## src/rtl/riscv_pkg.sv

```systemverilog
// riscv_pkg: shared RV32I decode types and opcode/funct3 constants used by
// the control unit and anything that consumes its control outputs.
package riscv_pkg;

    typedef enum logic [3:0] {
        ALU_ADD   = 4'd0,
        ALU_SUB   = 4'd1,
        ALU_SLL   = 4'd2,
        ALU_SLT   = 4'd3,
        ALU_SLTU  = 4'd4,
        ALU_XOR   = 4'd5,
        ALU_SRL   = 4'd6,
        ALU_SRA   = 4'd7,
        ALU_OR    = 4'd8,
        ALU_AND   = 4'd9,
        ALU_AUIPC = 4'd10
    } alu_op_e;

    typedef enum logic [1:0] {
        ALU_SRC_A_RS1  = 2'd0,
        ALU_SRC_A_PC   = 2'd1,
        ALU_SRC_A_ZERO = 2'd2
    } alu_src_a_e;

    typedef enum logic {
        ALU_SRC_B_RS2 = 1'b0,
        ALU_SRC_B_IMM = 1'b1
    } alu_src_b_e;

    typedef enum logic [1:0] {
        MEM_BYTE = 2'd0,
        MEM_HALF = 2'd1,
        MEM_WORD = 2'd2
    } mem_size_e;

    typedef enum logic [2:0] {
        IMM_I = 3'd0,
        IMM_S = 3'd1,
        IMM_B = 3'd2,
        IMM_U = 3'd3,
        IMM_J = 3'd4
    } immediate_type_e;

    typedef enum logic [1:0] {
        PC_SRC_PC4        = 2'd0,
        PC_SRC_BRANCH_JAL = 2'd1,
        PC_SRC_JALR       = 2'd2
    } pc_src_e;

    typedef enum logic [1:0] {
        RESULT_SRC_ALU = 2'd0,
        RESULT_SRC_MEM = 2'd1,
        RESULT_SRC_PC4 = 2'd2
    } result_src_e;

    localparam logic [6:0] OPCODE_LUI    = 7'b0110111;
    localparam logic [6:0] OPCODE_AUIPC  = 7'b0010111;
    localparam logic [6:0] OPCODE_JAL    = 7'b1101111;
    localparam logic [6:0] OPCODE_JALR   = 7'b1100111;
    localparam logic [6:0] OPCODE_BRANCH = 7'b1100011;
    localparam logic [6:0] OPCODE_LOAD   = 7'b0000011;
    localparam logic [6:0] OPCODE_STORE  = 7'b0100011;
    localparam logic [6:0] OPCODE_OP_IMM = 7'b0010011;
    localparam logic [6:0] OPCODE_OP     = 7'b0110011;

    localparam logic [2:0] F3_BEQ  = 3'b000;
    localparam logic [2:0] F3_BNE  = 3'b001;
    localparam logic [2:0] F3_BLT  = 3'b100;
    localparam logic [2:0] F3_BGE  = 3'b101;
    localparam logic [2:0] F3_BLTU = 3'b110;
    localparam logic [2:0] F3_BGEU = 3'b111;

    localparam logic [2:0] F3_LB  = 3'b000;
    localparam logic [2:0] F3_LH  = 3'b001;
    localparam logic [2:0] F3_LW  = 3'b010;
    localparam logic [2:0] F3_LBU = 3'b100;
    localparam logic [2:0] F3_LHU = 3'b101;

    localparam logic [2:0] F3_SB = 3'b000;
    localparam logic [2:0] F3_SH = 3'b001;
    localparam logic [2:0] F3_SW = 3'b010;

    localparam logic [2:0] F3_ADD  = 3'b000;
    localparam logic [2:0] F3_SLL  = 3'b001;
    localparam logic [2:0] F3_SLT  = 3'b010;
    localparam logic [2:0] F3_SLTU = 3'b011;
    localparam logic [2:0] F3_XOR  = 3'b100;
    localparam logic [2:0] F3_SR   = 3'b101;
    localparam logic [2:0] F3_OR   = 3'b110;
    localparam logic [2:0] F3_AND  = 3'b111;

endpackage

```

## src/rtl/control_unit_if.sv

```systemverilog
// control_unit_if: instruction fields and comparison flags into the decoder,
// datapath control signals out of it.
//   master : drives opcode/funct3/funct7/flags, receives controls
//   slave  : the control unit itself
interface control_unit_if;
    import riscv_pkg::*;

    logic [6:0]      opcode;
    logic [2:0]      funct3;
    logic [6:0]      funct7;
    logic            zero_flag;
    logic            negative_flag;
    logic            carry_flag;     // 1 = rs1 < rs2 unsigned
    logic            overflow_flag;

    alu_op_e         alu_control;
    alu_src_a_e      alu_src_a_sel;
    alu_src_b_e      alu_src_b_sel;
    logic            reg_write_enable;
    logic            mem_read;
    logic            mem_write;
    mem_size_e       mem_size;
    logic            mem_usign_load;
    immediate_type_e imm_src;
    pc_src_e         pc_src;
    result_src_e     result_src;

    modport master (
        output opcode, funct3, funct7,
        output zero_flag, negative_flag, carry_flag, overflow_flag,
        input  alu_control, alu_src_a_sel, alu_src_b_sel, reg_write_enable,
        input  mem_read, mem_write, mem_size, mem_usign_load,
        input  imm_src, pc_src, result_src
    );

    modport slave (
        input  opcode, funct3, funct7,
        input  zero_flag, negative_flag, carry_flag, overflow_flag,
        output alu_control, alu_src_a_sel, alu_src_b_sel, reg_write_enable,
        output mem_read, mem_write, mem_size, mem_usign_load,
        output imm_src, pc_src, result_src
    );
endinterface

```

## src/rtl/control_unit.sv

```systemverilog
// control_unit: single-cycle RV32I main decoder.
// Ports:
//   clk   - rising-edge clock
//   rst_n - synchronous active-low reset
//   bus   - control_unit_if.slave: opcode/funct3/funct7 and rs1-rs2
//           comparison flags in; ALU, memory, immediate, PC and writeback
//           controls out.
// Decode is combinational from the current inputs. The only state is a
// ready flag that forces NOP controls from a reset edge until the first
// edge after reset is released, so nothing writes state during reset.
module control_unit
    import riscv_pkg::*;
(
    input  logic          clk,
    input  logic          rst_n,
    control_unit_if.slave bus
);

    logic ready_q, ready_d;

    always_comb begin
        ready_d = 1'b1;
    end

    always_ff @(posedge clk) begin
        if (!rst_n) ready_q <= 1'b0;
        else        ready_q <= ready_d;
    end

    // funct3 -> ALU op shared by OP and OP-IMM; sub_sel is only honoured
    // for R-type (ADDI has no SUB form), sra_sel for both.
    function automatic alu_op_e arith_op(input logic [2:0] f3,
                                         input logic       sub_sel,
                                         input logic       sra_sel);
        alu_op_e op;
        case (f3)
            F3_ADD:  op = sub_sel ? ALU_SUB : ALU_ADD;
            F3_SLL:  op = ALU_SLL;
            F3_SLT:  op = ALU_SLT;
            F3_SLTU: op = ALU_SLTU;
            F3_XOR:  op = ALU_XOR;
            F3_SR:   op = sra_sel ? ALU_SRA : ALU_SRL;
            F3_OR:   op = ALU_OR;
            default: op = ALU_AND;
        endcase
        return op;
    endfunction

    alu_op_e         alu_d;
    alu_src_a_e      src_a_d;
    alu_src_b_e      src_b_d;
    logic            reg_write_d;
    logic            mem_read_d;
    logic            mem_write_d;
    mem_size_e       mem_size_d;
    logic            usign_d;
    immediate_type_e imm_d;
    pc_src_e         pc_src_d;
    result_src_e     result_d;
    logic            taken;
    logic            signed_lt;

    // negative^overflow is the signed-less-than result of rs1 - rs2.
    assign signed_lt = bus.negative_flag ^ bus.overflow_flag;

    always_comb begin
        alu_d       = ALU_ADD;
        src_a_d     = ALU_SRC_A_RS1;
        src_b_d     = ALU_SRC_B_RS2;
        reg_write_d = 1'b0;
        mem_read_d  = 1'b0;
        mem_write_d = 1'b0;
        mem_size_d  = MEM_WORD;
        usign_d     = 1'b0;
        imm_d       = IMM_I;
        pc_src_d    = PC_SRC_PC4;
        result_d    = RESULT_SRC_ALU;
        taken       = 1'b0;

        if (ready_q) begin
            case (bus.opcode)
                OPCODE_LUI: begin
                    src_a_d     = ALU_SRC_A_ZERO;
                    src_b_d     = ALU_SRC_B_IMM;
                    imm_d       = IMM_U;
                    reg_write_d = 1'b1;
                end
                OPCODE_AUIPC: begin
                    alu_d       = ALU_AUIPC;
                    src_a_d     = ALU_SRC_A_PC;
                    src_b_d     = ALU_SRC_B_IMM;
                    imm_d       = IMM_U;
                    reg_write_d = 1'b1;
                end
                OPCODE_JAL: begin
                    src_a_d     = ALU_SRC_A_PC;
                    src_b_d     = ALU_SRC_B_IMM;
                    imm_d       = IMM_J;
                    reg_write_d = 1'b1;
                    pc_src_d    = PC_SRC_BRANCH_JAL;
                    result_d    = RESULT_SRC_PC4;
                end
                OPCODE_JALR: begin
                    src_b_d     = ALU_SRC_B_IMM;
                    imm_d       = IMM_I;
                    reg_write_d = 1'b1;
                    pc_src_d    = PC_SRC_JALR;
                    result_d    = RESULT_SRC_PC4;
                end
                OPCODE_BRANCH: begin
                    imm_d = IMM_B;
                    case (bus.funct3)
                        F3_BEQ:  taken = bus.zero_flag;
                        F3_BNE:  taken = !bus.zero_flag;
                        F3_BLT:  taken = signed_lt;
                        F3_BGE:  taken = !signed_lt;
                        F3_BLTU: taken = bus.carry_flag;
                        F3_BGEU: taken = !bus.carry_flag;
                        default: taken = 1'b0;
                    endcase
                    pc_src_d = taken ? PC_SRC_BRANCH_JAL : PC_SRC_PC4;
                end
                OPCODE_LOAD: begin
                    // Reserved widths fall through as a NOP.
                    if (bus.funct3 == F3_LB || bus.funct3 == F3_LH ||
                        bus.funct3 == F3_LW || bus.funct3 == F3_LBU ||
                        bus.funct3 == F3_LHU) begin
                        src_b_d     = ALU_SRC_B_IMM;
                        reg_write_d = 1'b1;
                        mem_read_d  = 1'b1;
                        result_d    = RESULT_SRC_MEM;
                        usign_d     = bus.funct3[2];
                        case (bus.funct3[1:0])
                            2'b00:   mem_size_d = MEM_BYTE;
                            2'b01:   mem_size_d = MEM_HALF;
                            default: mem_size_d = MEM_WORD;
                        endcase
                    end
                end
                OPCODE_STORE: begin
                    if (bus.funct3 == F3_SB || bus.funct3 == F3_SH ||
                        bus.funct3 == F3_SW) begin
                        src_b_d     = ALU_SRC_B_IMM;
                        imm_d       = IMM_S;
                        mem_write_d = 1'b1;
                        case (bus.funct3[1:0])
                            2'b00:   mem_size_d = MEM_BYTE;
                            2'b01:   mem_size_d = MEM_HALF;
                            default: mem_size_d = MEM_WORD;
                        endcase
                    end
                end
                OPCODE_OP_IMM: begin
                    alu_d       = arith_op(bus.funct3, 1'b0, bus.funct7[5]);
                    src_b_d     = ALU_SRC_B_IMM;
                    reg_write_d = 1'b1;
                end
                OPCODE_OP: begin
                    alu_d       = arith_op(bus.funct3, bus.funct7[5], bus.funct7[5]);
                    reg_write_d = 1'b1;
                end
                default: ;
            endcase
        end
    end

    // Only funct7[5] distinguishes the RV32I base ops.
    logic unused_funct7;
    assign unused_funct7 = ^{bus.funct7[6], bus.funct7[4:0]};

    assign bus.alu_control      = alu_d;
    assign bus.alu_src_a_sel    = src_a_d;
    assign bus.alu_src_b_sel    = src_b_d;
    assign bus.reg_write_enable = reg_write_d;
    assign bus.mem_read         = mem_read_d;
    assign bus.mem_write        = mem_write_d;
    assign bus.mem_size         = mem_size_d;
    assign bus.mem_usign_load   = usign_d;
    assign bus.imm_src          = imm_d;
    assign bus.pc_src           = pc_src_d;
    assign bus.result_src       = result_d;

endmodule

```

## src/flat_wrapper.sv

```systemverilog
// flat-port wrapper written by rule: the top's interface ports become plain ports
module control_unit_flat import riscv_pkg::*;
  (clk, rst_n, bus_opcode, bus_funct3, bus_funct7, bus_zero_flag, bus_negative_flag, bus_carry_flag, bus_overflow_flag, bus_alu_control, bus_alu_src_a_sel, bus_alu_src_b_sel, bus_reg_write_enable, bus_mem_read, bus_mem_write, bus_mem_size, bus_mem_usign_load, bus_imm_src, bus_pc_src, bus_result_src);
  control_unit_if bus_i ();
  input  logic clk;
  input  logic rst_n;
  input wire logic [$bits(bus_i.opcode)-1:0] bus_opcode;
  input wire logic [$bits(bus_i.funct3)-1:0] bus_funct3;
  input wire logic [$bits(bus_i.funct7)-1:0] bus_funct7;
  input wire logic [$bits(bus_i.zero_flag)-1:0] bus_zero_flag;
  input wire logic [$bits(bus_i.negative_flag)-1:0] bus_negative_flag;
  input wire logic [$bits(bus_i.carry_flag)-1:0] bus_carry_flag;
  input wire logic [$bits(bus_i.overflow_flag)-1:0] bus_overflow_flag;
  output wire logic [$bits(bus_i.alu_control)-1:0] bus_alu_control;
  output wire logic [$bits(bus_i.alu_src_a_sel)-1:0] bus_alu_src_a_sel;
  output wire logic [$bits(bus_i.alu_src_b_sel)-1:0] bus_alu_src_b_sel;
  output wire logic [$bits(bus_i.reg_write_enable)-1:0] bus_reg_write_enable;
  output wire logic [$bits(bus_i.mem_read)-1:0] bus_mem_read;
  output wire logic [$bits(bus_i.mem_write)-1:0] bus_mem_write;
  output wire logic [$bits(bus_i.mem_size)-1:0] bus_mem_size;
  output wire logic [$bits(bus_i.mem_usign_load)-1:0] bus_mem_usign_load;
  output wire logic [$bits(bus_i.imm_src)-1:0] bus_imm_src;
  output wire logic [$bits(bus_i.pc_src)-1:0] bus_pc_src;
  output wire logic [$bits(bus_i.result_src)-1:0] bus_result_src;
  assign bus_i.opcode = bus_opcode;
  assign bus_i.funct3 = bus_funct3;
  assign bus_i.funct7 = bus_funct7;
  assign bus_i.zero_flag = bus_zero_flag;
  assign bus_i.negative_flag = bus_negative_flag;
  assign bus_i.carry_flag = bus_carry_flag;
  assign bus_i.overflow_flag = bus_overflow_flag;
  assign bus_alu_control = bus_i.alu_control;
  assign bus_alu_src_a_sel = bus_i.alu_src_a_sel;
  assign bus_alu_src_b_sel = bus_i.alu_src_b_sel;
  assign bus_reg_write_enable = bus_i.reg_write_enable;
  assign bus_mem_read = bus_i.mem_read;
  assign bus_mem_write = bus_i.mem_write;
  assign bus_mem_size = bus_i.mem_size;
  assign bus_mem_usign_load = bus_i.mem_usign_load;
  assign bus_imm_src = bus_i.imm_src;
  assign bus_pc_src = bus_i.pc_src;
  assign bus_result_src = bus_i.result_src;
  control_unit u_core (.clk(clk), .rst_n(rst_n), .bus(bus_i));
endmodule
```

## config.mk

```make
export PLATFORM = sky130hd
export DESIGN_NAME = control_unit_flat
export DESIGN_NICKNAME = d
export VERILOG_FILES = /design/src/rtl/riscv_pkg.sv /design/src/rtl/control_unit_if.sv /design/src/rtl/control_unit.sv /design/src/flat_wrapper.sv
export SDC_FILE = /design/constraint.sdc
export NUM_CORES = 1
export LEC_CHECK = 0
export ABC_AREA = 1
export BUFFER_PORTS_ARGS = -buffer_cell sky130_fd_sc_hd__buf_4
export CORE_MARGIN = 10
export CORE_UTILIZATION = 41
export CTS_CLUSTER_SIZE = 40
export DETAILED_ROUTE_END_ITERATION = 10
export PLACE_DENSITY = 0.83
export SLEW_MARGIN = 20
export SYNTH_ARGS = -nofsm -noshare
export SYNTH_HDL_FRONTEND = slang
export SYNTH_SLANG_ARGS = --single-unit
```

## constraint.sdc

```tcl
create_clock -name clk -period 2.46 [get_ports clk]
set_clock_uncertainty 0.05 [all_clocks]
set_input_delay 0.615 -clock clk [delete_from_list [all_inputs] [get_ports clk]]
set_output_delay 0.615 -clock clk [all_outputs]
set_load 0.01 [all_outputs]
```

==> results summary, run 1 <==
The launch instance of the worst min-delay path is rst_n. The average wire length per cell after detail routing is 11.81 um. The most critical setup path has its endpoint at bus_alu_src_b_sel. Global routing used 10.68% of the available tracks.

The area growth from synthesis to layout is 49.08%. The synthesized design devotes to its leading area cell type 22.12% of total area. The maximum number of pins on one net before global-route repair is 14. The largest single stage delay on the critical path is 180 ps. Once detail routing completed, the nets flagged for antenna violations numbered 0. Power spread over the standard cell area amounts to 118.2 mW/mm2. The measured slew at the worst slew-check pin came out at 353.9 ps. The clock share of power came out at 0%. The normalized max-slew margin is 76.37%. The number of nets in the finished design is 172. Of the total power, the share spent switching nets is 48.15%. The number of buffers and inverters on the critical path is 4.

The cell area after synthesis came out at 543.0 um2. The flip-flop count of the largest register, all copies and words added is 1. The number of max-cap violations is 0.

The clock period could shrink to 2227 ps. The share of final-layout standard cells stronger than drive strength 1 is 31.97%. The post-synthesis net count came out at 138. The fmax came out at 0.4490 GHz. The worst path arrival time came out at 1560 ps.

The number of slew-limit violations in the final report is 0. In this run the worst path has a maximum fanout of 11. The sum of negative setup slack is 0 ps. Once detailed placement completed, the half-perimeter wirelength came to 1.668 mm. For this design, the slowest cell found on the critical path is sky130_fd_sc_hd__buf_4. Each instance of the synthesized netlist takes up on average 4.722 um2. The initial cell density of the core is 42.80%. In the final layout, the registers with the most flip-flops are u_core.ready_q: 1 flops.

The number of setup violations in the final report came out at 0. After filler insertion, the fill cell instance count of the layout stands at 149. The floorplan step set the die width to 56.39 um.

The post-cts hold buffer count came out at 0. The post-CTS setup buffer count is 0. The floorplan step set the die height to 56.39 um.

In this run, distinct cell masters in the synthesized netlist total 16. Synthesis handed over a netlist of 115 instances. In this run the number of cells on the critical path is 10. After clock tree synthesis, the clock-pin slew on the worst setup and hold paths is 0 ps. STA classifies the critical path startpoint as an input pin. The utilization after layout came out at 63.81%. The net switching component of the power came out at 0.00004609 W. The fraction of the yosys area taken by sequential cells is 3.687%. The initial antenna violation count is 0. The die covers 0.003180 mm2. Input and output buffers added on the ports amount to 36. The number of failing hold endpoints at the final stage came to 0.

The row count came out at 13. The critical path endpoint category is an output port. The critical path starts at bus_opcode[3]. More flip-flops sit in one register than any other, and that register is u_core.ready_q. The via count normalized by instance count is 5.204. The synthesized design spends more area on one cell type than any other, namely sky130_fd_sc_hd__nand2_1. In this run the static leakage power is 0.4885 nW.

After global routing the overflow that remains totals 0. The internal power of the cells totals 0.00004963 W. Setup repair after global routing left no endpoint under its margin. The routed wire length came out at 1.914 mm. The gate family responsible for the most delay along the worst path is simple AND/OR/NAND/NOR gates. The post-CTS resize count is 0.

The number of iterations in the first detailed-routing pass came out at 4. Data on the critical path is required at its endpoint by 1790 ps. The first-pass GRT wire length is 3.146 mm. The count of inserted antenna diode cells came out at 0. The via count of the first global-routing pass is 773. The highest ir drop seen on vdd came out at 0.1086 mV. The run finished with clean final reports.

The warning count from the yosys run is 0. The global placer's final weighted congestion came out at 0.8420. The total of flip-flops plus latches after synthesis came out at 1. The I/O pin total came out at 43.

The share of power burned in registers came out at 20.8%. The post-route DRC violation count came out at 0. The final worst-path cycle share is 90.53%. The worst hold path belongs to the class input pin to flop. Walking the worst path, the cells encountered are buf_4 -> inv_2 -> nand2_1 -> nor2_2 -> buf_4 -> nand3_1 -> nand2_1 -> nand2_1 -> nand3_1 -> buf_4. The placeable core region came out at 0.001269 mm2.

Yosys attributes the largest share of cell area to sky130_fd_sc_hd__nand2_1 (22%), sky130_fd_sc_hd__nand3_1 (12%), sky130_fd_sc_hd__inv_1 (11%). For this block, the initial DRC count from the detailed router was 22. The relative contribution of combinational cells to total power came out at 79.2%. The critical path is of the input pin to output port type. The total via count after detailed routing came out at 843.
-- per-stage QoR --
stage,instances,hold WS (ps),setup WS (ps),power [W],cell area (um2)
global placement,162,669.5,239.4,0.00009337,809.5
CTS,162,671.1,230.6,0.00009542,809.5
finish,162,670.1,233.0,0.00009572,809.5
global route,162,675.2,114.2,0.0001047,809.5
floorplan,115,592.7,459.1,0.00006188,543.0
detailed placement,162,670.9,232.0,0.00009519,809.5
-- Yosys cell counts --
library cell              number
sky130_fd_sc_hd__inv_2         2
sky130_fd_sc_hd__nor3_2        2
sky130_fd_sc_hd__buf_2         3
sky130_fd_sc_hd__inv_1        16
sky130_fd_sc_hd__nand3_1      13
sky130_fd_sc_hd__nor2_1       16
sky130_fd_sc_hd__nor2_2        3
sky130_fd_sc_hd__a21oi_1       7
sky130_fd_sc_hd__nand2_2       1
sky130_fd_sc_hd__buf_4         3
sky130_fd_sc_hd__o21ai_0       5
sky130_fd_sc_hd__nor3_1        4
sky130_fd_sc_hd__nand2_1      32
sky130_fd_sc_hd__nand3_2       1
sky130_fd_sc_hd__nand4_1       6
sky130_fd_sc_hd__dfxtp_1       1
-- layout make-up --
type	instances	area, um2	share of cell area (%)
Inverter	18	67.56	8.346
Multi-Input combinational cell	90	417.9	51.62
Sequential cell	1	20.02	2.473
Tap cell	15	18.77	2.318
Timing Repair Buffer	38	285.3	35.24
-- cell usage in the layout (no fill, tap or decap), drive strengths merged --
cell type	synthesis	layout
buf	6	38
nand2	33	33
nor2	19	19
inv	18	18
nand3	14	14
a21oi	7	7
nand4	6	6
nor3	6	6
o21ai	5	5
dfxtp	1	1
-- per-layer routing --
layer / wire length (um) / up-vias / track usage, % / share of wire (%)
li1: - / 433 / - / -
met1: 832 / 370 / 12.90 / 43
met2: 918 / 38 / 19.49 / 48
met3: 144 / 2 / 1.798 / 7.5
met4: 19 / 0 / 1.031 / 0.99
met5: 0 / - / 0 / 0
-- power groups by stage --
stage	Sequential (W)	Clock (W)	Combinational, W
finish	0.0000199	0	0.0000758
global route	0.0000200	0	0.0000847
CTS	0.0000198	0	0.0000757
global placement	0.0000199	0	0.0000735
detailed placement	0.0000197	0	0.0000755
floorplan	0.0000175	0	0.0000443
-- how the worst min path moves through the flow --
stage	endpoint	slack, ps	depth (start not counted)
after detailed placement	u_core.ready_q$_DFF_P_	670	1
after CTS	u_core.ready_q$_DFF_P_	670	1
after global routing	u_core.ready_q$_DFF_P_	680	1
after floorplan	u_core.ready_q$_DFF_P_	590	0
after global placement	u_core.ready_q$_DFF_P_	670	1
final	u_core.ready_q$_DFF_P_	670	1
-- cell families (layout without fill, tap and decap cells) --
logic type	count (synthesis)	after routing	synth area share [%]
and+or+nand+nor	78	78	65.90
buffers and inverters	24	56	19.35
AOI/OAI and AO/OA	12	12	11.06
DFF	1	1	3.687
Power figures use the tool's default switching activity.
==> run 2: changes to the inputs <==
Settings changed: ABC_AREA 1 to default, CORE_AREA from default to 10 10 47 49, CORE_MARGIN 10 to default, CORE_UTILIZATION 41 to default, DIE_AREA from default to 0 0 57 59, PLACE_DENSITY 0.83 to 0.75.
==> run 2 against run 1 <==
Against the previous run:
- the run now ends with setup timing left
- critical path type unchanged
- hold slack better by 1.0 ps
- core utilization is 7.1 points lower
- largest cell class unchanged
- area after synthesis fell by 20%
- via count decreased by 22%
- global-route usage decreased by 1.3 points
- sequential cell count unchanged
- cell count fell by 23%
- routed wire length is 10% lower
==> results summary, run 2 <==
The flow ran to the end, but the final reports show violations. The checks that failed: setup timing. The flip-flop count of the largest register, all copies and words added came out at 1. The via count of the first global-routing pass is 666. The measured slew at the worst slew-check pin came out at 383.1 ps.

Setup violations remaining at the end of the flow were counted as 5. The register ranked first by flip-flop count is u_core.ready_q. The cell count after synthesis came out at 70.

The required arrival time at the worst endpoint is 1790 ps. The initial cell density of the core is 30.98%. The highest ir drop seen on vdd is 0.1040 mV. The row count is 14. The power per cell area is 113.5 mW/mm2.

From bottom edge to top edge, the die measures 59 um. The post-route DRC violation count is 0. The layout overhead on the synthesized area came out at 83.00%. After the last flow step, the layout net total stands at 133. The worst path uses 103.1% of the clock period.

The utilization after layout is 56.70%. Setup repair after global routing could not meet its margin everywhere. In the layout the commonest cells are sky130_fd_sc_hd__buf_4 (37), sky130_fd_sc_hd__nand2b_1 (7), sky130_fd_sc_hd__nand2_1 (7), sky130_fd_sc_hd__o21ai_0 (6), sky130_fd_sc_hd__nor2_1 (6). Summing over every cut layer, the via total after detailed routing is 654.

After synthesis, the most frequently instantiated cells are sky130_fd_sc_hd__nand2_1 (7), sky130_fd_sc_hd__nand2b_1 (7), sky130_fd_sc_hd__nor2_1 (6), sky130_fd_sc_hd__o21ai_0 (6). In this run the static leakage power is 0.3876 nW. The number of enable flip-flop cells after synthesis is 0. The area share of the largest cell type after synthesis came out at 10.09%. The half-perimeter wire length of the detailed placement result came out at 1.453 mm. The number of placed instances, taps included, is 121. The library cell used most frequently in the layout, excluding fill and tap cells, is sky130_fd_sc_hd__buf_4.

The fmax came out at 0.3942 GHz. Yosys attributes the largest share of cell area to sky130_fd_sc_hd__nand2b_1 (10%), sky130_fd_sc_hd__o21ai_0 (6.9%), sky130_fd_sc_hd__nand3b_1 (6.9%). Sequential cells were found to cover 4.611% of the synthesized design area. The worst setup path is of the input pin to output port kind. Across all setup checks in the final design, the least slack found is -76.55 ps. The warning count from the yosys run came out at 0.

The largest registers in the layout are u_core.ready_q: 1 flops. The chip width is 57 um. The post-cts hold buffer count came out at 0. The largest driver fanout on the critical path came out at 3. The number of slew-limit violations in the final report came out at 0.

The DRC violation total after the first TritonRoute iteration is 5. The maximum number of pins on one net before global-route repair is 14. At the worst endpoint, the arrival time is 1870 ps.

The non-filler instance count after layout came out at 124. The total of flip-flops plus latches after synthesis came out at 1. The count of buffers added on input and output ports is 36. For this run, the leading register cell type out of synthesis is sky130_fd_sc_hd__dfxtp_1. STA classifies the critical path startpoint as an input pin.

The global placer's final weighted congestion is 0.8050. The placeable core region is 0.001401 mm2. The number of iterations in the first detailed-routing pass is 2. Across the run, the number of max-cap violations was 0. The I/O pin total came out at 43.

The min-delay analysis places its worst path in the category input pin to flop. The initial antenna violation count came out at 0. The worst slack on hold paths is 671.1 ps.

The normalized max-slew margin came out at 74.26%. The cell area after synthesis came out at 434.2 um2. The first-pass GRT wire length came out at 2.870 mm. After detailed routing, the total wire length is 1.716 mm. The number of distinct library cells after synthesis is 30. The number of antenna diodes in the final layout is 0. The remaining antenna violation count came out at 0. The mean instance size in the synthesized netlist is 6.202 um2. The post-route minimum period is 2537 ps. sky130_fd_sc_hd__nand2b_1 takes more of the synthesized area than any other cell. The die footprint is 0.003363 mm2. Dividing the detail-routed via count by the number of cells gives 5.274. The post-synthesis net count came out at 93. The clock input transition at the sequential cells of the worst setup and hold paths is 0 ps.

The remaining global-route overflow is 0. The average wire length per cell after detail routing came out at 13.84 um. The global-route total usage across every layer came out at 9.417%. The fraction of synthesis flops using an asynchronous set or reset pin came out at 0%.

The number of failing hold endpoints at the final stage is 0. The critical path endpoint category is an output port. The share of final-layout standard cells stronger than drive strength 1 came out at 46.30%.
run 2: cell count changes in the layout (fill, tap and decap cells not counted), moves of 4 or more:
cell,delta
sky130_fd_sc_hd__nand2_1,-25
sky130_fd_sc_hd__inv_1,-14
sky130_fd_sc_hd__nand3_1,-11
sky130_fd_sc_hd__nor2_1,-10
sky130_fd_sc_hd__nand2b_1,+7
sky130_fd_sc_hd__a21oi_1,-6
sky130_fd_sc_hd__nand4_1,-6
sky130_fd_sc_hd__buf_6,+5
sky130_fd_sc_hd__nand3b_1,+4
run 2: cell families after synthesis:
kind of cell / share of synthesized area, %
xor+xnor: 4.035
simple gates: 63.69
flops: 4.611
compound gates: 18.16
mux: 2.593
buf+inv: 6.917
run 2: metal layers:
metal	share of wire, %	GRT usage, %	wire, um
met1	38	10.08	650
met2	52	17.98	884
met3	11	3.648	181
met4	0	0	0
met5	0	0	0
run 2: stage by stage:
stage / cell area [um2] / TNS, ps / setup slack (ps) / total power, W
finish: 794.5 / -328.3 / -76.55 / 0.00009017
global placement: 728.2 / -162.5 / -52.47 / 0.00008366
CTS: 754.5 / -174.8 / -50.82 / 0.00008731
detailed placement: 728.2 / -283.1 / -80.00 / 0.00008519
floorplan: 434.2 / 0 / 35.67 / 0.00004919
global route: 794.5 / -817.9 / -132.0 / 0.00009723
run 2: area by class of cell:
type                    instances  area [um2]
repair buffers                 42       334.1
fillers                       133       606.8
multi-input cells              62       409.1
inverters                       3       11.26
flip-flops and latches          1       20.02
well taps                      16       20.02
run 2: critical path: stages:
cell,delay (ps)
sky130_fd_sc_hd__buf_6,90
sky130_fd_sc_hd__and4bb_1,300
sky130_fd_sc_hd__nand2b_1,90
sky130_fd_sc_hd__or4b_4,580
sky130_fd_sc_hd__inv_2,80
sky130_fd_sc_hd__buf_4,110
run 2: worst paths after layout:
path	from	to	slack [ps]	cells after the start
hold / removal	rst_n	u_core.ready_q$_DFF_P_	670	1
setup / recovery	bus_opcode[2]	bus_mem_read	-80	6
run 2: repair_timing:
| item | CTS | global route |
|---|---|---|
| endpoints found under the setup margin | 5 | 8 |
| gates resized for setup | 7 | 5 |
| buffers inserted | 0 | 3 |
| pin swaps | 1 | 6 |
run 2: power breakdown:
part	total [W]	leakage, nW	switching (W)	internal (W)
clock	0	0	0	0
sequential	0.0000192	0.00844	0.00000173	0.0000175
combinational	0.0000710	0.379	0.0000326	0.0000384
total	0.0000902	0.388	0.0000343	0.0000558
